`src/rtl/cppf_link_status.sv`:
```
// Per-fiber health monitor: qualifies each BX of deframed CPPF data, runs the
// DISABLED/DOWN/LOCKING/UP lock machine and keeps saturating error counters.
module cppf_link_status #(
    parameter int LOCK_COUNT   = 16,
    parameter int UNLOCK_COUNT = 4,
    parameter int CNT_W        = 16
) (
    input  logic             clk_40,
    input  logic             reset,
    input  logic             fiber_enable,
    input  logic             rx_valid,
    input  logic             crc_match,
    input  logic [7:0]       link_id,
    input  logic [7:0]       expected_id,
    input  logic             cnt_clear,
    output logic             link_good,
    output logic [2:0]       state,
    output logic [CNT_W-1:0] crc_err_cnt,
    output logic [CNT_W-1:0] id_err_cnt,
    output logic [7:0]       loss_cnt
);

    typedef enum logic [2:0] {
        ST_DISABLED = 3'd0,
        ST_DOWN     = 3'd1,
        ST_LOCKING  = 3'd2,
        ST_UP       = 3'd3
    } state_t;

    localparam logic [7:0] LOCK_U8   = 8'(LOCK_COUNT);
    localparam logic [7:0] UNLOCK_U8 = 8'(UNLOCK_COUNT);

    state_t     state_reg;
    logic [7:0] run_reg;
    logic       link_good_reg;
    logic [7:0] loss_reg;

    logic       good;
    logic       crc_e;
    logic       id_e;
    logic [7:0] run_inc;
    logic       cnt_en;
    logic       loss_inc;
    logic [1:0] err_hit;

    assign good     = rx_valid & crc_match & (link_id == expected_id);
    assign crc_e    = rx_valid & ~crc_match;
    assign id_e     = rx_valid & crc_match & (link_id != expected_id);
    assign run_inc  = run_reg + 8'd1;
    assign cnt_en   = fiber_enable & (state_reg != ST_DISABLED);
    assign loss_inc = fiber_enable & (state_reg == ST_UP) & ~good & (run_inc == UNLOCK_U8);
    assign err_hit  = {id_e, crc_e};

    // run_reg is always 0 in DOWN, so run_inc == 1 is the first good BX of a lock attempt.
    always_ff @(posedge clk_40) begin
        if (reset) begin
            state_reg     <= fiber_enable ? ST_DOWN : ST_DISABLED;
            run_reg       <= 8'd0;
            link_good_reg <= 1'b0;
        end else if (!fiber_enable) begin
            state_reg     <= ST_DISABLED;
            run_reg       <= 8'd0;
            link_good_reg <= 1'b0;
        end else begin
            case (state_reg)
                ST_DISABLED: begin
                    state_reg     <= ST_DOWN;
                    run_reg       <= 8'd0;
                    link_good_reg <= 1'b0;
                end
                ST_DOWN, ST_LOCKING: begin
                    if (good) begin
                        if (run_inc == LOCK_U8) begin
                            state_reg     <= ST_UP;
                            run_reg       <= 8'd0;
                            link_good_reg <= 1'b1;
                        end else begin
                            state_reg     <= ST_LOCKING;
                            run_reg       <= run_inc;
                            link_good_reg <= 1'b0;
                        end
                    end else begin
                        state_reg     <= ST_DOWN;
                        run_reg       <= 8'd0;
                        link_good_reg <= 1'b0;
                    end
                end
                ST_UP: begin
                    if (good) begin
                        run_reg       <= 8'd0;
                        link_good_reg <= 1'b1;
                    end else if (run_inc == UNLOCK_U8) begin
                        state_reg     <= ST_DOWN;
                        run_reg       <= 8'd0;
                        link_good_reg <= 1'b0;
                    end else begin
                        run_reg       <= run_inc;
                        link_good_reg <= 1'b1;
                    end
                end
                default: begin
                    state_reg     <= ST_DOWN;
                    run_reg       <= 8'd0;
                    link_good_reg <= 1'b0;
                end
            endcase
        end
    end

    // Index 0 counts CRC errors, index 1 counts ID mismatches; a masked fiber freezes both.
    genvar gi;
    generate
        for (gi = 0; gi < 2; gi++) begin : g_err
            logic [CNT_W-1:0] cnt_reg;
            always_ff @(posedge clk_40) begin
                if (reset) begin
                    cnt_reg <= '0;
                end else if (fiber_enable) begin
                    if (cnt_clear) begin
                        cnt_reg <= '0;
                    end else if (cnt_en && err_hit[gi] && !(&cnt_reg)) begin
                        cnt_reg <= cnt_reg + CNT_W'(1);
                    end
                end
            end
        end
    endgenerate

    always_ff @(posedge clk_40) begin
        if (reset) begin
            loss_reg <= 8'd0;
        end else if (fiber_enable) begin
            if (cnt_clear) begin
                loss_reg <= 8'd0;
            end else if (loss_inc && !(&loss_reg)) begin
                loss_reg <= loss_reg + 8'd1;
            end
        end
    end

    assign link_good   = link_good_reg;
    assign state       = state_reg;
    assign crc_err_cnt = g_err[0].cnt_reg;
    assign id_err_cnt  = g_err[1].cnt_reg;
    assign loss_cnt    = loss_reg;

endmodule

```
`config.mk`:
```
export PLATFORM = sky130hd
export DESIGN_NAME = cppf_link_status
export DESIGN_NICKNAME = d
export VERILOG_FILES = /design/src/rtl/cppf_link_status.sv
export SDC_FILE = /design/constraint.sdc
export NUM_CORES = 1
export LEC_CHECK = 0
export CAP_MARGIN = 5
export CORE_ASPECT_RATIO = 1.4
export CORE_UTILIZATION = 30
export CTS_BUF_LIST = sky130_fd_sc_hd__clkbuf_4
export DETAILED_ROUTE_END_ITERATION = 12
export PLACE_DENSITY_LB_ADDON = 0.12
export SLEW_MARGIN = 0
export SYNTH_ARGS = -nofsm -noshare
export SYNTH_HDL_FRONTEND = slang
export SYNTH_SLANG_ARGS = --single-unit
```
`constraint.sdc`:
```
create_clock -name clk_40 -period 2.59 [get_ports clk_40]
set_input_delay 0.259 -clock clk_40 [delete_from_list [all_inputs] [get_ports clk_40]]
set_output_delay 0.259 -clock clk_40 [all_outputs]
set_load 0.02 [all_outputs]
```
# ---- Word-level counts from Yosys, hierarchy flattened
# Index checks and enable logic that the tools add are counted.
dict set report totals {
  latch_bits 0
  out_inout_bits 44
  mem_count 0
  input_bits 22
  word_cells 75
  register_bits 52
  mem_bits_ro 0
  mem_bits_rw 0
}
dict set report classes {
  n_reduce_logical 21
  mul 0
  add_sub_neg 4
  mux 24
  n_eq_ne 9
  div 0
  n_bitwise 11
  order_cmp 0
  shifts 0
}
# cell n
set ops {}
lappend ops {{$mux 16} 4}
lappend ops {{$mux 8} 6}
lappend ops {{$add 16x1->16 const B} 2}
lappend ops {{$reduce_and 16->1} 2}
lappend ops {{$add 8x1->8 const B} 2}
lappend ops {{$pmux 8 s2} 1}
lappend ops {{$mux 3} 5}
lappend ops {{$and 1x1->1} 8}
lappend ops {{$eq 8x3->1 const B} 1}
lappend ops {{$eq 8x5->1 const B} 1}
lappend ops {{$eq 8x8->1} 1}
lappend ops {{$ne 8x8->1} 1}
lappend ops {{$reduce_and 2->1} 4}
lappend ops {{$reduce_and 8->1} 1}
lappend ops {{$eq 3x2->1 const B} 2}
lappend ops {{$mux 1} 6}
lappend ops {{$pmux 3 s2} 1}
lappend ops {{$reduce_bool 2->1} 3}
lappend ops {{$logic_and 1x1->1} 5}
lappend ops {{$ne 4x3->1 const B} 1}
lappend ops {{$ne 4x4->1 const B} 1}
lappend ops {{$reduce_or 2->1} 2}
lappend ops {{$eq 3x1->1 const B} 1}
lappend ops {{$logic_not 1->1} 3}
lappend ops {{other kinds (3)} 5}

# ---- Depth between registers and ports, before layout
dict set report logic_depth {
  ltp_word 8
  mapped_depth 9
  ltp_nobuf 8
}

# ---- Least setup slack after synthesis
# Ideal clock, no wire load.
dict set report synth_timing {
  path_type {reg-to-reg}
  from {register run_reg[0]}
  to {register state_reg[0], in the netlist state[0], enable pin}
  t_required_ps 2329
  path_stages_with_launch 8
  setup_ps 261
  setup_slack_ps 467
  t_arrival_ps 1862
  synth_period_minus_slack_ps 2123
  path_buffers 0
  cell_sequence {dfxtp_1 ha_1 nand2_1 or3_1 nand4_2 nor3_1 a21bo_2 or3b_1}
}
dict set report synth_between {
  elab_chain_len 4
}
# item line
set synth_rtl {}
lappend synth_rtl {{start: declaration} 34} ;# logic [7:0] run_reg;
lappend synth_rtl {{start signal: assignment} 79} ;# run_reg <= run_inc;
lappend synth_rtl {{start signal: assignment} 97} ;# run_reg <= run_inc;
lappend synth_rtl {{$add 8x1->8} 49} ;# assign run_inc = run_reg + 8'd1;
lappend synth_rtl {{$eq 8x3->1} 92} ;# end else if (run_inc == UNLOCK_U8) begin
lappend synth_rtl {{$ne 4x3->1 (no line)} --}
lappend synth_rtl {{$reduce_and 2->1 (no line)} --}
lappend synth_rtl {{end signal: assignment} 57} ;# state_reg <= fiber_enable ? ST_DOWN : ST_DISABLED;
lappend synth_rtl {{end: declaration} 33} ;# state_t state_reg;
# No other way between the ends.
# A chain may end at the register's enable or synchronous reset.

# ---- Worst setup path after layout
dict set report layout_timing {
  from {register run_reg[4]}
  to {register state_reg[1], in the netlist state[1], enable pin}
}
# The elaborated chain is that of the path after synthesis.

==> out/results.ini <==
[clock_tree]
clk_latency_ns=0.38
clk_pin_slew_worst_paths_ns=0.13
cts-hold-fix-buffers=0
cts_root_buf=clkbuf_4
htreeDepth=2
clk_path_buf_depth=2
numCtsBuffers=5
cts_resized=0
post_cts_buffers=0
clock_sinks=51
cts_tree=built

[sta]
fin_crit_ns=2.28
setup_viol=0
max_freq_mhz=438
tightestPinTransition_ns=0.584
hold_viol_final=0
finalCritPeriodShare=0.882
rsz0062_at_grt=no
hold_slack_ns=0.470
max_slew_margin=0.605
drv_slew=0
skew_ns=0.0162
finalSetupTns_ns=0

[critical_path]
cp_num_cells=6
path_class=reg2reg
startpoint_type=flop
rr_worst_depth=6
cp_top_family=simple AND/OR/NAND/NOR gates
cp.arrival_ns=2.41
crit_slowest_cell=dfxtp_1
critPathCaptureType=flop
cpPeakStageDelay_ns=0.48
r2r_end=state[1]$_SDFFCE_PP0P_
r2r-start=run_reg[4]$_SDFF_PP0_
worstPathMaxFanout=6
rrSetupSlack_ns=0.31
path_buf_inv=0
timing.critical_path.from=run_reg[4]$_SDFF_PP0_
required_ns=2.72
crit_chain=nand4_1, xor2_1, a31oi_1, nor3_1, a21bo_2, or3b_1

[yosys]
syn-num-nets=370
ys_seq_area_frac=0.367
synth_top_family_by_area=simple AND/OR/NAND/NOR gates
synthXorXnorAreaFrac=0.0803
synth_edf_count=2
synth-simple-area-share=0.310
synth_area_mm2=0.00284
synth-compound-area-share=0.163
ys_seq_elements=51
synthAdderAreaFrac=0.0309
yosysUniqueCellTypes=55
synth_cells=341
async_flop_share=0
ys.flop_type=dfxtp_1
syn_avg_cell_area_um2=8.32
yosysWarnings=0
muxShareOfSynthArea=0.00353

[worst_hold_path]
hold_path.class=reg2reg
min_from=run_reg[0]$_SDFF_PP0_
whs_path_depth=1
min_to=run_reg[0]$_SDFF_PP0_

[route]
route.detailed.drc=6
drt_pass1_iterations=8
detail_route.wl_per_cell_um=14.3
initialDrtViolationCount=97
viasPerCell=5.29
vias=2744
ant_nets=0
wirelength_mm=7.44

[layout]
nets=441
fill_cells=927
final_cell_area_mm2=0.00372
area_delta_synth_final_pct=31.2
drive_above_1_share=0.0728
antenna_cells=0

[global_route]
grt_max_degree=28
grt_use_total=0.158
busiest_layer=met2
grt_overflow_total=0
gr-usage-met2=0.309
grt_first_pass_wirelength_mm=12.4
grt_pass1_vias=2603
met1_usage=0.170
grtUsageMet3=0.0259
antenna_found_initial=0

[floorplanning]
core_region_area_mm2=0.00908
rows=41
fp.dieArea_mm2=0.00985
io_pins=66
start_util=0.312
dieHeight_um=117
die_x_um=84.2

[placed_design]
gp_congestion=0.818
place_area_mm2=0.00365
port_buffers=64
dp.final_hpwl_mm=5.75

[run_status]
outcome=complete, but fails checks
violations=design-rule violations

[power_and_ir_drop]
power.density_mw_per_mm2=369
power.leakage_nw=1.22
vdd_ir_drop_max_uv=169

[job]
cap_violations=0

==> metrics by stage <==
step                cells   util  setup WS, ns  total power [mW]
global route          519  0.410         0.139              1.45
global placement      512  0.402         0.217             0.929
finish                519  0.410         0.306              1.37
floorplan             341      -         0.467             0.869
CTS                   519  0.410         0.291              1.41
detailed placement    512  0.402         0.180             0.928
==> cell usage after synthesis, drive strengths merged (5+ instances only) <==
master	n	area, µm²
a21oi	17	85.1
o21ai	15	75.1
ha	7	87.6
nor3	6	30.0
a31oi	9	71.3
nor2	37	139
nand4	20	138
xnor2	17	149
dfxtp	49	981
and3	7	43.8
or3	11	68.8
and4	5	43.8
o31ai	6	45.0
buf	8	58.8
nand3	20	100
or4	8	63.8
nand2	25	93.8
inv	12	45.0
clkbuf	6	22.5
xor2	9	78.8
==> layout make-up <==
type                       count  area (µm²)  share of cell area
clock inverter                 2        36.3             0.00975
multi-input combinational    264        1670               0.449
clock buffer                   5        37.5              0.0101
timing repair buffer          78         758               0.204
tap                          107         134              0.0360
sequential                    51        1040               0.280
inverter                      12        45.0              0.0121
==> cells in the final DEF, fill, tap and decap left out, types with 3 or more instances in the layout <==
cell and instances:
or4_1 7, o31ai_1 6, clkbuf_4 5, nand3_1 20, nand2_1 25, a211o_1 3, nor4b_1 3, or3_1 11
nand4_1 18, o21ai_1 6, a31oi_1 8, clkdlybuf4s50_1 64, and3_1 7, nand2b_1 3, nor3_1 6, xnor2_1 17
o31a_1 3, o21a_1 3, xor2_1 9, o21ai_0 9, and4_1 5, dfxtp_1 49, buf_4 13, ha_1 7
a21oi_1 17, and2_1 3, inv_1 12, nor2_1 37
==> worst max-delay path by stage <==
stage                                         endpoint  slack, ns
after floorplan                     state[0]$_DFFE_PP_       0.47
after global placement          state[1]$_SDFFCE_PP0P_       0.22
after detailed placement  crc_err_cnt[11]$_SDFFE_PP0P_       0.18
after CTS                           state[0]$_DFFE_PP_       0.29
after global routing                state[0]$_DFFE_PP_       0.14
final                           state[1]$_SDFFCE_PP0P_       0.31
==> power breakdown <==
| group | total (mW) | internal, mW | switching, mW |
|---|---|---|---|
| Sequential | 0.793 | 0.791 | 0.00172 |
| Clock | 0.462 | 0.199 | 0.263 |
| Combinational | 0.118 | 0.0581 | 0.0598 |
==> layer usage <==
metal,vias up,part of all wire
met5,-,0
met4,0,0.010
met3,4,0.027
met2,42,0.56
met1,1308,0.40
li1,1390,-
==> kinds of logic after synthesis <==
family / Yosys count
AOI/OAI and AO/OA: 69
xor gates and xnor gates: 26
adders and majority gates: 7
buffers and inverters: 26
DFF: 51
muxes: 1
other: 1
and+or+nand+nor: 160
Note: power is estimated with default switching activity, not from simulation.
